==> src/rtl/key_event_fifo.sv <==
// De-duplicating key event FIFO: buffers {broken, code} events from the scancode
// converter and drops typematic repeat makes. Output is first-word-fall-through.
module key_event_fifo #(
    parameter int DEPTH         = 8,
    parameter bit FILTER_REPEAT = 1'b1
) (
    input  logic                     clk,
    input  logic                     rst_n,
    input  logic [7:0]               key_data,
    input  logic                     key_broken,
    input  logic                     key_data_stb,
    output logic [8:0]               ev_data,
    output logic                     ev_valid,
    input  logic                     ev_ready,
    output logic [$clog2(DEPTH):0]   count,
    output logic                     overflow,
    input  logic                     clr_ovf
);
    localparam int AW = $clog2(DEPTH);
    localparam int CW = AW + 1;

    typedef struct packed {
        logic       broken;
        logic [7:0] code;
    } key_ev_t;

    key_ev_t       mem [DEPTH];
    logic [AW-1:0] wr_ptr, rd_ptr;
    logic [7:0]    held_code;
    logic          held_valid;

    logic    full, filtered, cand, push, pop, drop;
    key_ev_t wr_ev;

    assign wr_ev    = '{broken: key_broken, code: key_data};
    assign ev_valid = (count != '0);
    assign full     = (count == CW'(DEPTH));
    assign pop      = ev_valid && ev_ready;

    // A make of the still-held key is a typematic repeat.
    assign filtered = FILTER_REPEAT && !key_broken && held_valid && (key_data == held_code);
    assign cand     = key_data_stb && !filtered;
    // A pop in the same cycle frees the slot the full FIFO needs.
    assign push     = cand && (!full || pop);
    assign drop     = cand && full && !pop;

    assign ev_data  = ev_valid ? mem[rd_ptr] : 9'h000;

    always_ff @(posedge clk) begin
        if (push) mem[wr_ptr] <= wr_ev;
    end

    always_ff @(posedge clk or negedge rst_n) begin
        if (!rst_n) begin
            wr_ptr     <= '0;
            rd_ptr     <= '0;
            count      <= '0;
            overflow   <= 1'b0;
            held_code  <= 8'h00;
            held_valid <= 1'b0;
        end else begin
            if (push) wr_ptr <= wr_ptr + AW'(1);
            if (pop)  rd_ptr <= rd_ptr + AW'(1);
            if (push && !pop)      count <= count + CW'(1);
            else if (pop && !push) count <= count - CW'(1);

            if (drop)         overflow <= 1'b1;
            else if (clr_ovf) overflow <= 1'b0;

            // Filter state follows only events that actually land in the FIFO.
            if (FILTER_REPEAT && push) begin
                if (!key_broken) begin
                    held_code  <= key_data;
                    held_valid <= 1'b1;
                end else if (key_data == held_code) begin
                    held_valid <= 1'b0;
                end
            end
        end
    end
endmodule
==> config.mk <==
export PLATFORM = sky130hd
export DESIGN_NAME = key_event_fifo
export DESIGN_NICKNAME = d
export VERILOG_FILES = /design/src/rtl/key_event_fifo.sv
export SDC_FILE = /design/constraint.sdc
export NUM_CORES = 1
export LEC_CHECK = 0
export ABC_AREA = 1
export CAP_MARGIN = 20
export CORE_ASPECT_RATIO = 1.1
export CORE_MARGIN = 3
export CORE_UTILIZATION = 30
export CTS_BUF_LIST = sky130_fd_sc_hd__clkbuf_16
export CTS_CLUSTER_SIZE = 8
export DETAILED_ROUTE_END_ITERATION = 6
export GPL_ROUTABILITY_DRIVEN = 0
export GPL_TIMING_DRIVEN = 0
export REMOVE_ABC_BUFFERS = 1
export SLEW_MARGIN = 20
export SYNTH_ARGS = -nofsm -noshare
export SYNTH_HDL_FRONTEND = slang
export SYNTH_SLANG_ARGS = --single-unit
==> constraint.sdc <==
create_clock -name clk -period 5.8 [get_ports clk]
set_clock_uncertainty 0.15 [all_clocks]
set_input_delay 0.87 -clock clk [delete_from_list [all_inputs] [get_ports clk]]
set_output_delay 0.87 -clock clk [all_outputs]
set_load 0.005 [all_outputs]
Word-level counts from Yosys, hierarchy flattened
Memories as Yosys holds them, arrays and structs flattened.
Cells that the tools add are included.
{ "op_classes": {"addsub": 4, "eq_ne": 3, "muxes": 9, "n_bitwise": 1, "n_reduce_logical": 20} }
{ "ops": {"columns": ["op", "count"], "rows": [
  ["logical AND 1 bit", 9],
  ["two-way mux 9 bit", 1],
  ["== test 8 bit", 1],
  ["two-way mux 4 bit", 2],
  ["adder 3 x 1 -> 3 bit (second input constant)", 2],
  ["two-way mux 1 bit", 6],
  ["zero test 1 bit", 5],
  ["adder 4 x 1 -> 4 bit (second input constant)", 1],
  ["== test 4 bit (second input constant)", 1],
  ["AND reduction 2 bit", 2],
  ["nonzero test 2 bit", 2],
  ["nonzero test 4 bit", 1],
  ["subtractor 4 x 1 -> 4 bit (second input constant)", 1],
  ["!= test 2 x 1 -> 1 bit (second input constant)", 1],
  ["logical OR 1 bit", 1],
  ["NOT 1 bit", 1]
]} }
{ "totals": {"reg_bits": 20, "ramBits": 72, "inputBits": 14, "output_inout_bits": 15, "elab_cells": 44, "mem_count": 1} }
{ "mem_list": {"columns": ["memory", "words", "word_bits", "read_ports", "rd_clocked_by_memory_dff", "write_ports", "line_no", "source"], "rows": [
  ["mem", 8, 9, 1, 0, 1, "27", "key_ev_t mem [DEPTH];"]
]} }

Logic depth before layout (Yosys ltp)
{ "depth": {"depth_word": 10, "depth_mapped": 17} }

Least setup slack after synthesis
No wires, ideal clock.
{ "synth_path": {"path_type": "input port to flip-flop", "start": "input key_data[7]", "end": "register count[3]", "setup_ns": 0.128, "t_arrival_ns": 2.635, "t_required_ns": 5.522, "slack_ns": 2.886, "cell_stages": 15, "path_cell_list": "xnor2_1 nand2_1 nor2_1 nand3_1 nand3_4 inv_6 ha_1 inv_1 ha_1 a21o_1 a21oi_1 nand2_1 nand2_1 nor2_1 xor2_1"} }
{ "synth_via": {"elab_chain_len": 8, "elab_cells_between_ends": 10} }
{ "synth_rtl": {"columns": ["element", "line_no", "source"], "rows": [
  ["from (decl)", "9", "input logic [7:0] key_data,"],
  ["== test 8 bit *", "41", "assign filtered = FILTER_REPEAT && !key_broken && held_valid && (key_data == held_code);"],
  ["logical AND 1 bit *", "41", null],
  ["zero test 1 bit *", "42", "assign cand = key_data_stb && !filtered;"],
  ["logical AND 1 bit *", "42", null],
  ["logical AND 1 bit *", "44", "assign push = cand && (!full || pop);"],
  ["via push", "32", "logic full, filtered, cand, push, pop, drop;"],
  ["zero test 1 bit", "65", "else if (pop && !push) count <= count - CW'(1);"],
  ["logical AND 1 bit", "65", null],
  ["nonzero test 2 bit (no source line)", null, null],
  ["to (signal assigned)", "64", "if (push && !pop) count <= count + CW'(1);"],
  ["to (signal assigned)", "65", null],
  ["to (decl)", "15", "output logic [$clog2(DEPTH):0] count,"]
]} }
The timed path passes the listed nets; every way through them passes the cells marked *.
A chain may end at the register's enable or synchronous reset.

Final worst setup path
{ "layout_path": {"start": "register rd_ptr[0]", "end": "output ev_data[1]"} }
{ "layout_via": {"elab_chain_len": 2} }
{ "layout_rtl": {"columns": ["element", "line_no", "source"], "rows": [
  ["from (decl)", "28", "logic [AW-1:0] wr_ptr, rd_ptr;"],
  ["from (signal assigned)", "63", "if (pop) rd_ptr <= rd_ptr + AW'(1);"],
  ["memory (8 x 9 bit)", null, null],
  ["two-way mux 9 bit", "47", "assign ev_data = ev_valid ? mem[rd_ptr] : 9'h000;"],
  ["to (decl)", "12", "output logic [8:0] ev_data,"]
]} }
No other way between the ends.

==> results.yml <==
route:
  drc_errors: 0
  vias: 2531
  met1_length_um: 3580
  first_pass_iters: 5
  wl_met3_um: 499
  routed_via_density: 4.75
  antenna_left: 0
  wl_um: 8280
  post_drt_wl_per_cell_um: 15.5
  drtIter0Drc: 125
  dr.max_layer_used: "met4"
  met2WireLength_um: 4110
worst_setup_path:
  path_max_fanout: 38
  crit_start: "rd_ptr[0]$_DFFE_PN0N_"
  path_class: "flop to primary output"
  worst_r2r_path_depth: 14
  crit_path_start_kind: "flop"
  max_stage_delay_ns: 0.81
  worstPathCellList: "clkinv_2 > nor2_1 > o32ai_1 > o21ai_0 > nor2_1 > clkdlybuf4s50_1"
  worst_ep_arrival_time_ns: 2.93
  reg2reg_slack_ns: 2.74
  cp_slowest_cell: "dfrtp_2"
  rr_startpoint: "count[0]$_DFFE_PN0P_"
  critPathRequiredTime_ns: 4.78
  endpoint_kind: "primary output"
  crit_path_frequent_cell: "nor2_1"
  crit_end: "ev_data[1]"
  r2r_end: "count[3]$_DFFE_PN0P_"
sta:
  hold_viol: 0
  timing.slew.headroom_pct: 35.3
  tightest_slew_ns: 0.968
  drv_slew: 0
  setup_viol: 0
  setup_tns_ns: 0
  post-route-period-util_pct: 68.2
  fin_ws_ns: 1.85
  period_needed_ns: 3.95
  max_clock_freq_mhz: 253
  rsz0062_at_grt: "false"
pwr:
  pwr-share-comb_pct: 34.3
  p_sw_mw: 0.788
  ir_drop_mv: 0.218
  internal_power_mw: 1.48
  p_per_area_nw_per_um2: 484
  p_leak_nw: 1.72
  p_sw_share_pct: 34.7
  p_clk_share_pct: 22.1
  pwr-share-seq_pct: 43.5
clocking:
  hold_buffers: 0
  cts-buffers-inserted: 9
  clock_latency_ns: 0.33
  cts_tree: "built"
  cts_resized: 0
  clock_path_buffers: 2
  path_clk_slew_ns: 0.06
  cts_max_level: 3
  root_buffer: "clkbuf_16"
  clkSinkCount: 92
  post_cts_buffers: 0
global_route:
  grt_usage_pct: 11.9
  overflow: 0
  grt_max_degree: 39
  grt_pass1_vias: 2498
  grt_pass1_wl_um: 13200
  antenna_found_initial: 0
synthesis:
  ys_top_cells_by_area: "edfxtp_1 54%, dfrtp_1 12%, nor2_1 7.1%"
  ys_seq_elements: 92
  synthArstFlopShare_pct: 21.7
  synth_area_leader_cell: "edfxtp_1"
  yosysSeqAreaShare_pct: 66.3
  ys.flop_type: "edfxtp_1"
  synth_top_area_share_pct: 53.8
  synth.top_cells.by_count: "76 x nor2_1, 72 x edfxtp_1, 54 x nand2_1"
  netlist_instances: 345
  syn-cell-area_um2: 4020
  synth.most_common_cell: "nor2_1"
  syn_avg_cell_area_um2: 11.6
  ys_warn_count: 0
  synth_edf_count: 72
  yosys.cell_types.count: 37
die:
  core_um2: 12900
  start_util_pct: 31.2
  die_area_um2: 14800
  chipHeight_um: 127
  ios: 29
  die_w_um: 116
  std_cell_rows: 43
cells_and_area:
  drive_gt1_share_pct: 9.31
  antenna_cells: 0
  area_delta_synth_final_pct: 16.8
  layout.nets: 391
  design_area_um2: 4690
  final_util_pct: 36.5
run:
  drv_cap: 0
min_path:
  holdPathStages: 2
  hp-class: "flop to flop"
status:
  status: "complete, no violations"
placement:
  post-place-ws_ns: 1.81
  port_buffers: 28
  dp_hpwl_um: 5160
  place_area_um2: 4430
per-layer routing:
| layer | up-vias | global-route usage [%] |
|---|---|---|
| li1 | 1245 | - |
| met1 | 1221 | 14.9 |
| met2 | 57 | 19.6 |
| met4 | 0 | 3.75 |
| met3 | 8 | 3.46 |
| met5 | - | 0 |
kinds of logic (layout without fill, tap and decap cells):
| family | Yosys count | count (layout) | synth area share, % |
|---|---|---|---|
| compound gates | 51 | 51 | 8.23 |
| xor+xnor | 11 | 11 | 2.40 |
| fa+ha+maj | 6 | 6 | 2.06 |
| buf+inv | 32 | 63 | 3.46 |
| flops | 92 | 92 | 66.3 |
| mux | 1 | 1 | 0.280 |
| simple gates | 152 | 152 | 17.3 |
per-stage QoR:
stage / hold slack, ns / total power, mW / cells
after detailed placement: 0.317 / 1.80 / 517
after global routing: 0.358 / 2.44 / 533
after floorplan: 0.292 / 1.43 / 332
after CTS: 0.334 / 2.31 / 533
final: 0.333 / 2.27 / 533
after global placement: 0.304 / 1.78 / 517
worst min-delay path by stage:
stage                                 startpoint                      to
after CTS                 held_valid$_DFFE_PN0P_  held_valid$_DFFE_PN0P_
final                     held_valid$_DFFE_PN0P_  held_valid$_DFFE_PN0P_
after detailed placement  held_valid$_DFFE_PN0P_  held_valid$_DFFE_PN0P_
after global placement    held_valid$_DFFE_PN0P_  held_valid$_DFFE_PN0P_
after floorplan           held_valid$_DFFE_PN0P_  held_valid$_DFFE_PN0P_
after global routing      held_valid$_DFFE_PN0P_  held_valid$_DFFE_PN0P_
sequential cells by signal, indices dropped and copies added, names as in the netlist:
signal	flops
held_valid	1
overflow	1
wr_ptr	3
held_code	8
mem	72
count	4
rd_ptr	3
power groups by stage:
stage / Sequential [mW] / Combinational (mW) / Clock (mW)
after detailed placement: 1.00 / 0.799 / 0
after global placement: 0.999 / 0.784 / 0
final: 0.988 / 0.779 / 0.502
after CTS: 0.990 / 0.802 / 0.517
after global routing: 1.01 / 0.882 / 0.545
after floorplan: 0.953 / 0.480 / 0
worst max-delay path, delay by kind of cell, from the launching register on:
family                 cells  cell delay (ns)
buffers and inverters      2             1.10
AOI/OAI and AO/OA          2             0.34
DFF                        1             0.81
and+or+nand+nor            2             0.32
final cells by class:
class	instances	area (um^2)
multi-input combinational	221	1210
inverter	19	77.6
clock inverter	7	30.0
clock buffer	9	225
sequential	92	2670
tap	157	196
timing repair buffer	28	280
fill	1207	8170
cells in the final DEF (no fill, tap or decap), types with 2 or more instances in the layout:
cell type / Yosys / layout
xnor2_1: 8 / 8
nor2_1: 76 / 76
clkbuf_16: 0 / 9
o21ai_1: 14 / 14
inv_1: 15 / 20
nand3_1: 2 / 2
dfrtp_1: 20 / 18
xor2_1: 3 / 3
nor2_2: 8 / 8
o32ai_1: 18 / 18
ha_1: 5 / 5
nand2_1: 54 / 54
dfrtp_2: 0 / 2
nand2_4: 2 / 2
o21ai_0: 15 / 15
nor2_4: 2 / 2
edfxtp_1: 72 / 72
clkdlybuf4s50_1: 0 / 28
clkinv_1: 1 / 2
Power figures use the tool's default switching activity.
